[src/rtl/coinc_trg_pkg.sv]
// Shared definitions for the coincidence trigger generator: state codes, field widths and
// a popcount helper sized for the largest supported channel count.
package coinc_trg_pkg;

  localparam int unsigned WIN_W  = 6;
  localparam int unsigned THR_W  = 4;
  localparam int unsigned HOLD_W = 8;
  localparam int unsigned CH_MAX = 16;
  localparam int unsigned POP_W  = 5;

  localparam logic [1:0] StArmed   = 2'd0;
  localparam logic [1:0] StOpen    = 2'd1;
  localparam logic [1:0] StFire    = 2'd2;
  localparam logic [1:0] StHoldoff = 2'd3;

  function automatic logic [POP_W-1:0] popcount(input logic [CH_MAX-1:0] v);
    logic [POP_W-1:0] c;
    c = '0;
    for (int i = 0; i < int'(CH_MAX); i++) begin
      c = c + POP_W'(v[i]);
    end
    return c;
  endfunction

endpackage

[src/rtl/coinc_trg_if.sv]
// Hit, configuration and trigger/housekeeping bundle between the coincidence logic and
// its environment.
interface coinc_trg_if
  import coinc_trg_pkg::*;
#(
  parameter int unsigned N_CH  = 8,
  parameter int unsigned CNT_W = 16
);

  logic [N_CH-1:0]   hit_in;
  logic [N_CH-1:0]   ch_mask_in;
  logic [WIN_W-1:0]  coinc_win_in;
  logic [THR_W-1:0]  coinc_thr_in;
  logic [HOLD_W-1:0] holdoff_in;
  logic              cnt_clr_in;
  logic              coincid_trg_out;
  logic [N_CH-1:0]   hit_pattern_out;
  logic [CNT_W-1:0]  coinc_cnt_out;

  modport master (
    output hit_in, ch_mask_in, coinc_win_in, coinc_thr_in, holdoff_in, cnt_clr_in,
    input  coincid_trg_out, hit_pattern_out, coinc_cnt_out
  );

  modport slave (
    input  hit_in, ch_mask_in, coinc_win_in, coinc_thr_in, holdoff_in, cnt_clr_in,
    output coincid_trg_out, hit_pattern_out, coinc_cnt_out
  );

endinterface

[src/rtl/hit_sync_edge.sv]
// Per-channel synchroniser and rising-edge detector; SYNC_STAGES must be at least 2.
module hit_sync_edge #(
  parameter int unsigned SYNC_STAGES = 2
) (
  input  logic clk_in,
  input  logic rst_n_in,
  input  logic hit_in,
  output logic edge_out
);

  logic [SYNC_STAGES-1:0] sync_q;
  logic                   prev_q;
  logic                   edge_q;

  // History loads 1 so a line already high at reset release never looks like an edge.
  always_ff @(posedge clk_in) begin
    if (!rst_n_in) begin
      sync_q <= '1;
      prev_q <= 1'b1;
      edge_q <= 1'b0;
    end else begin
      sync_q <= {sync_q[SYNC_STAGES-2:0], hit_in};
      prev_q <= sync_q[SYNC_STAGES-1];
      edge_q <= sync_q[SYNC_STAGES-1] & ~prev_q;
    end
  end

  assign edge_out = edge_q;

endmodule

[src/rtl/coinc_trg_gen.sv]
// Coincidence trigger generator: masked hit edges accumulate over a window until a majority
// threshold is met, then a one-clock trigger is issued followed by a hold-off.
module coinc_trg_gen
  import coinc_trg_pkg::*;
#(
  parameter int unsigned N_CH        = 8,
  parameter int unsigned SYNC_STAGES = 2,
  parameter int unsigned CNT_W       = 16
) (
  input logic        clk_in,
  input logic        rst_n_in,
  coinc_trg_if.slave bus
);

  logic [N_CH-1:0]   edge_raw;
  logic [N_CH-1:0]   edges;
  logic [1:0]        state_q, state_d;
  logic [N_CH-1:0]   pattern_q, pattern_d;
  logic [WIN_W-1:0]  win_cnt_q, win_cnt_d;
  logic [HOLD_W-1:0] hold_cnt_q, hold_cnt_d;
  logic              trg_q, trg_d;
  logic [N_CH-1:0]   hit_pat_q, hit_pat_d;
  logic [CNT_W-1:0]  cnt_q, cnt_d;

  logic              thr_on;
  logic [POP_W-1:0]  thr_ext;
  logic [POP_W-1:0]  pop_new;
  logic [POP_W-1:0]  pop_acc;
  logic [WIN_W-1:0]  win_lim;
  logic              hold_done;
  logic              fire;
  logic [N_CH-1:0]   fire_pat;

  for (genvar i = 0; i < int'(N_CH); i++) begin : g_ch
    hit_sync_edge #(
      .SYNC_STAGES(SYNC_STAGES)
    ) u_hit_sync_edge (
      .clk_in  (clk_in),
      .rst_n_in(rst_n_in),
      .hit_in  (bus.hit_in[i]),
      .edge_out(edge_raw[i])
    );
  end

  assign edges     = edge_raw & bus.ch_mask_in;
  assign thr_on    = (bus.coinc_thr_in != '0);
  assign thr_ext   = POP_W'(bus.coinc_thr_in);
  assign pop_new   = popcount(CH_MAX'(edges));
  assign pop_acc   = popcount(CH_MAX'(pattern_q | edges));
  assign win_lim   = (bus.coinc_win_in == '0) ? WIN_W'(1) : bus.coinc_win_in;
  assign hold_done = ((HOLD_W + 1)'(hold_cnt_q) + (HOLD_W + 1)'(1)) >=
                     (HOLD_W + 1)'(bus.holdoff_in);

  always_comb begin
    state_d    = state_q;
    pattern_d  = pattern_q;
    win_cnt_d  = win_cnt_q;
    hold_cnt_d = hold_cnt_q;
    hit_pat_d  = hit_pat_q;
    trg_d      = 1'b0;
    fire       = 1'b0;
    fire_pat   = '0;

    case (state_q)
      StArmed: begin
        if (|edges) begin
          pattern_d = edges;
          if (thr_on && (pop_new >= thr_ext)) begin
            fire     = 1'b1;
            fire_pat = edges;
          end else begin
            state_d   = StOpen;
            win_cnt_d = WIN_W'(1);
          end
        end
      end
      StOpen: begin
        // Threshold check wins over expiry when both land in the same cycle.
        if (!thr_on) begin
          state_d   = StArmed;
          pattern_d = '0;
        end else if (pop_acc >= thr_ext) begin
          fire     = 1'b1;
          fire_pat = pattern_q | edges;
        end else if (win_cnt_q >= win_lim) begin
          state_d   = StArmed;
          pattern_d = '0;
        end else begin
          pattern_d = pattern_q | edges;
          win_cnt_d = win_cnt_q + WIN_W'(1);
        end
      end
      StFire: begin
        hold_cnt_d = '0;
        state_d    = (bus.holdoff_in == '0) ? StArmed : StHoldoff;
      end
      StHoldoff: begin
        if (hold_done) begin
          state_d = StArmed;
        end else begin
          hold_cnt_d = hold_cnt_q + HOLD_W'(1);
        end
      end
      default: state_d = StArmed;
    endcase

    if (fire) begin
      state_d   = StFire;
      trg_d     = 1'b1;
      hit_pat_d = fire_pat;
      pattern_d = '0;
    end

    if (bus.cnt_clr_in) begin
      cnt_d = '0;
    end else if (fire && (cnt_q != '1)) begin
      cnt_d = cnt_q + CNT_W'(1);
    end else begin
      cnt_d = cnt_q;
    end
  end

  always_ff @(posedge clk_in) begin
    if (!rst_n_in) begin
      state_q    <= StArmed;
      pattern_q  <= '0;
      win_cnt_q  <= '0;
      hold_cnt_q <= '0;
      trg_q      <= 1'b0;
      hit_pat_q  <= '0;
      cnt_q      <= '0;
    end else begin
      state_q    <= state_d;
      pattern_q  <= pattern_d;
      win_cnt_q  <= win_cnt_d;
      hold_cnt_q <= hold_cnt_d;
      trg_q      <= trg_d;
      hit_pat_q  <= hit_pat_d;
      cnt_q      <= cnt_d;
    end
  end

  assign bus.coincid_trg_out = trg_q;
  assign bus.hit_pattern_out = hit_pat_q;
  assign bus.coinc_cnt_out   = cnt_q;

endmodule

[src/flat_wrapper.sv]
// flat-port wrapper written by rule: the top's interface ports become plain ports
module coinc_trg_gen_flat import coinc_trg_pkg::*;
#(
  parameter int unsigned N_CH        = 8,
  parameter int unsigned SYNC_STAGES = 2,
  parameter int unsigned CNT_W       = 16
)
  (clk_in, rst_n_in, bus_hit_in, bus_ch_mask_in, bus_coinc_win_in, bus_coinc_thr_in, bus_holdoff_in, bus_cnt_clr_in, bus_coincid_trg_out, bus_hit_pattern_out, bus_coinc_cnt_out);
  coinc_trg_if #(.N_CH(N_CH), .CNT_W(CNT_W)) bus_i ();
  input logic clk_in;
  input logic rst_n_in;
  input wire logic [$bits(bus_i.hit_in)-1:0] bus_hit_in;
  input wire logic [$bits(bus_i.ch_mask_in)-1:0] bus_ch_mask_in;
  input wire logic [$bits(bus_i.coinc_win_in)-1:0] bus_coinc_win_in;
  input wire logic [$bits(bus_i.coinc_thr_in)-1:0] bus_coinc_thr_in;
  input wire logic [$bits(bus_i.holdoff_in)-1:0] bus_holdoff_in;
  input wire logic [$bits(bus_i.cnt_clr_in)-1:0] bus_cnt_clr_in;
  output wire logic [$bits(bus_i.coincid_trg_out)-1:0] bus_coincid_trg_out;
  output wire logic [$bits(bus_i.hit_pattern_out)-1:0] bus_hit_pattern_out;
  output wire logic [$bits(bus_i.coinc_cnt_out)-1:0] bus_coinc_cnt_out;
  assign bus_i.hit_in = bus_hit_in;
  assign bus_i.ch_mask_in = bus_ch_mask_in;
  assign bus_i.coinc_win_in = bus_coinc_win_in;
  assign bus_i.coinc_thr_in = bus_coinc_thr_in;
  assign bus_i.holdoff_in = bus_holdoff_in;
  assign bus_i.cnt_clr_in = bus_cnt_clr_in;
  assign bus_coincid_trg_out = bus_i.coincid_trg_out;
  assign bus_hit_pattern_out = bus_i.hit_pattern_out;
  assign bus_coinc_cnt_out = bus_i.coinc_cnt_out;
  coinc_trg_gen #(.N_CH(N_CH), .SYNC_STAGES(SYNC_STAGES), .CNT_W(CNT_W)) u_core (.clk_in(clk_in), .rst_n_in(rst_n_in), .bus(bus_i));
endmodule
[config.mk]
export PLATFORM = sky130hd
export DESIGN_NAME = coinc_trg_gen_flat
export DESIGN_NICKNAME = d
export VERILOG_FILES = /design/src/rtl/coinc_trg_pkg.sv /design/src/rtl/coinc_trg_if.sv /design/src/rtl/hit_sync_edge.sv /design/src/rtl/coinc_trg_gen.sv /design/src/flat_wrapper.sv
export SDC_FILE = /design/constraint.sdc
export NUM_CORES = 1
export LEC_CHECK = 0
export CELL_PAD_IN_SITES_DETAIL_PLACEMENT = 2
export CELL_PAD_IN_SITES_GLOBAL_PLACEMENT = 2
export CORE_ASPECT_RATIO = 0.5
export CORE_MARGIN = 8
export CORE_UTILIZATION = 35
export CTS_CLUSTER_DIAMETER = 200
export CTS_CLUSTER_SIZE = 28
export DETAILED_ROUTE_END_ITERATION = 8
export PLACE_DENSITY = 0.85
export RECOVER_POWER = 100
export SYNTH_ARGS = -nofsm -noshare
export SYNTH_HDL_FRONTEND = slang
export SYNTH_SLANG_ARGS = --single-unit
[constraint.sdc]
create_clock -name clk_in -period 11 [get_ports clk_in]
set_input_delay 2.2 -clock clk_in [delete_from_list [all_inputs] [get_ports clk_in]]
set_output_delay 2.2 -clock clk_in [all_outputs]
set_load 0.01 [all_outputs]
==> results.yml <==
clock_tree:
  clkLatencyLatePin_ps: 350
  clk_pin_slew_ps: 70
  cts-root-buf: "clkbuf_16"
  htree_levels: 3
  clock_sinks: 81
  cts_hold_buf: 0
  cts_made_buffers: 9
  cts-resized-gates: 0
  cts_tree: "built"
  clock_path_buffers: 2
  postCtsSetupBuffers: 0
sta:
  hold_slack_ps: 396
  worstMarginPinSlew_ps: 2680
  finalHoldViolCount: 0
  grt_setup_unrepaired: "false"
  finalSetupViolCount: 0
  slew_violations: 64
  tns_ps: 0
  worst_clock_skew_ps: 6.93
  finalCritPeriodShare: 0.755
  min_period_ps: 8300
  fmax_ghz: 0.120
  maxSlewHeadroom: -0.786
place:
  place_congestion: 0.810
  place_inst: 698
  io_buffers: 61
  place_area_mm2: 0.00499
  dp_hpwl_um: 9910
synthesis:
  ys_types: 52
  syn_area_per_cell_um2: 8.68
  synth-edff-count: 0
  synthCells: 488
  ys_ff_latch: 81
  yosysSeqAreaShare: 0.383
  synth_ff_type: "dfxtp_1"
  synthArstFlopShare: 0
  yosys.area_share.xor_xnor: 0.0352
  syn_area_mm2: 0.00424
  synth_top_family_by_area: "simple AND/OR/NAND/NOR gates"
  synth-simple-area-share: 0.236
  synth_compound_area_frac: 0.172
  syn_nets: 565
  yosys_warnings: 0
  yosys-mux-area-fraction: 0
  synthAdderAreaFrac: 0.131
global_routing:
  gr-total-overflow: 0
  grtUsageTotal: 0.182
  grt_max_degree: 64
  grt_pass1_vias: 4280
  grt_pass1_wl_um: 23200
  antenna_found_initial: 0
finish:
  instances_no_fill: 714
  fin_nets: 621
  final_cell_mix: "dfxtp_1 (81), nand2_1 (41), nand2b_1 (37)"
  final_common_cell: "dfxtp_1"
  diodes: 0
  layout-drive-gt1-share: 0.0419
  final_util: 0.446
  final_cell_area_mm2: 0.00527
  syn_to_final_growth_pct: 24.3
floorplanning:
  core_area_mm2: 0.0118
  dieArea_mm2: 0.0161
  rows: 28
  initial_core_util: 0.359
  ios: 62
  die_height_um: 93.8
  die_w_um: 172
job:
  cap_violations: 1
worst_hold_path:
  worstHoldPathType: "flip-flop to flip-flop"
setup_path:
  critical-path-slowest-cell: "nor3_1"
  startpoint_type: "input pin"
  cp_common_cell: "fa_1"
  required_ps: 11190
  path_cells: "dlygate4sd3_1 > nand2_1 > nand2b_1 > fa_1 > inv_1 > fa_1 > fa_1 > fa_1 > inv_1 > ha_1 > a2111oi_0 > nor3_1 > nor3_1 > nor2b_1 > a211oi_1"
  cp_max_fo: 9
  crit_buf_inv: 3
  crit_family: "adder cells"
  max_stage_delay_ps: 960
  path_class: "input pin to flip-flop"
  cp-end-kind: "flip-flop"
  cp.arrival_ps: 8500
  reg2reg_slack_ps: 4770
drt:
  drtPass1Iterations: 5
  vias_per_cell: 5.31
  wire_per_inst_um: 19.9
  drt-initial-drc-count: 134
  drtAntennaViolNets: 0
  drc: 0
  route.vias.total: 3789
  wl_um: 14200
power:
  cellPowerDensity_mw_per_mm2: 127
  ir_drop_v: 0.0000706
  power.leakage_nw: 2.19
outcome:
  violations: "capacitance limit, slew limit"
  status: "complete, but fails checks"
-- report_power, final --
group          internal (mW)  leakage, nW  switching [mW]
Combinational         0.0266         1.38          0.0325
Clock                  0.162        0.149           0.145
Sequential             0.299        0.658         0.00445
Total                  0.488         2.19           0.182
-- cell type report --
type	instances	area, um2
Multi-Input combinational cell	358	2410
Sequential cell	81	1620
Inverter	32	120
Fill cell	1299	6540
Clock buffer	9	225
Clock inverter	7	76.3
Timing Repair Buffer	62	609
Tap cell	165	206
-- cell usage after synthesis, types with 8 or more instances --
cell / count / share of area
nand2b_1: 37 / 0.055
xnor2_1: 12 / 0.025
o21ai_0: 34 / 0.040
a211oi_1: 12 / 0.021
nor2_1: 32 / 0.028
dfxtp_1: 81 / 0.38
or3_1: 8 / 0.012
a21oi_1: 28 / 0.033
nand3_1: 19 / 0.022
inv_1: 32 / 0.028
clkbuf_1: 14 / 0.012
nand2_1: 41 / 0.036
nor2b_1: 9 / 0.013
ha_1: 33 / 0.097
-- per-layer routing --
metal / part of all wire / track usage / routed length, um / vias to the layer above
met5: 0 / 0 / 0 / -
met4: 0.010 / 0.0403 / 146 / 0
met3: 0.039 / 0.0444 / 551 / 14
met2: 0.52 / 0.334 / 7350 / 74
met1: 0.43 / 0.213 / 6180 / 1877
li1: - / - / - / 1824
-- path summary, 6_finish.rpt --
path                                                              start                                      end  cells after the start
worst max-delay path                                  bus_ch_mask_in[2]                      u_core.pattern_q[4]                     15
worst min-delay path              u_core.g_ch[0].u_hit_sync_edge.prev_q  u_core.g_ch[0].u_hit_sync_edge.edge_out                      1
worst max register to register  u_core.g_ch[2].u_hit_sync_edge.edge_out                      u_core.pattern_q[4]                     14
worst min register to register    u_core.g_ch[0].u_hit_sync_edge.prev_q  u_core.g_ch[0].u_hit_sync_edge.edge_out                      1
-- flip-flops by register name, summed over array words and instances (netlist names) --
signal / cells
u_core.bus.coinc_cnt_out: 16
u_core.state_q: 2
u_core.hold_cnt_q: 8
u_core.g_ch.u_hit_sync_edge.sync_q: 16
u_core.pattern_q: 8
u_core.win_cnt_q: 6
u_core.g_ch.u_hit_sync_edge.prev_q: 8
u_core.bus.hit_pattern_out: 8
u_core.g_ch.u_hit_sync_edge.edge_out: 8
u_core.bus.coincid_trg_out: 1
-- cell families after synthesis --
group           after synthesis
compound gates              114
flops                        81
fa+ha+maj                    40
simple gates                187
xor+xnor                     17
buf+inv                      49
-- through the flow --
step | worst slack (ps) | power (mW)
6_report | 2700 | 0.669
3_3_place_gp | 3450 | 0.366
2_1_floorplan | 4730 | 0.341
3_5_place_dp | 3420 | 0.369
4_1_cts | 3630 | 0.680
5_1_grt | 2430 | 0.695
Note: power is estimated with default switching activity, not from simulation.
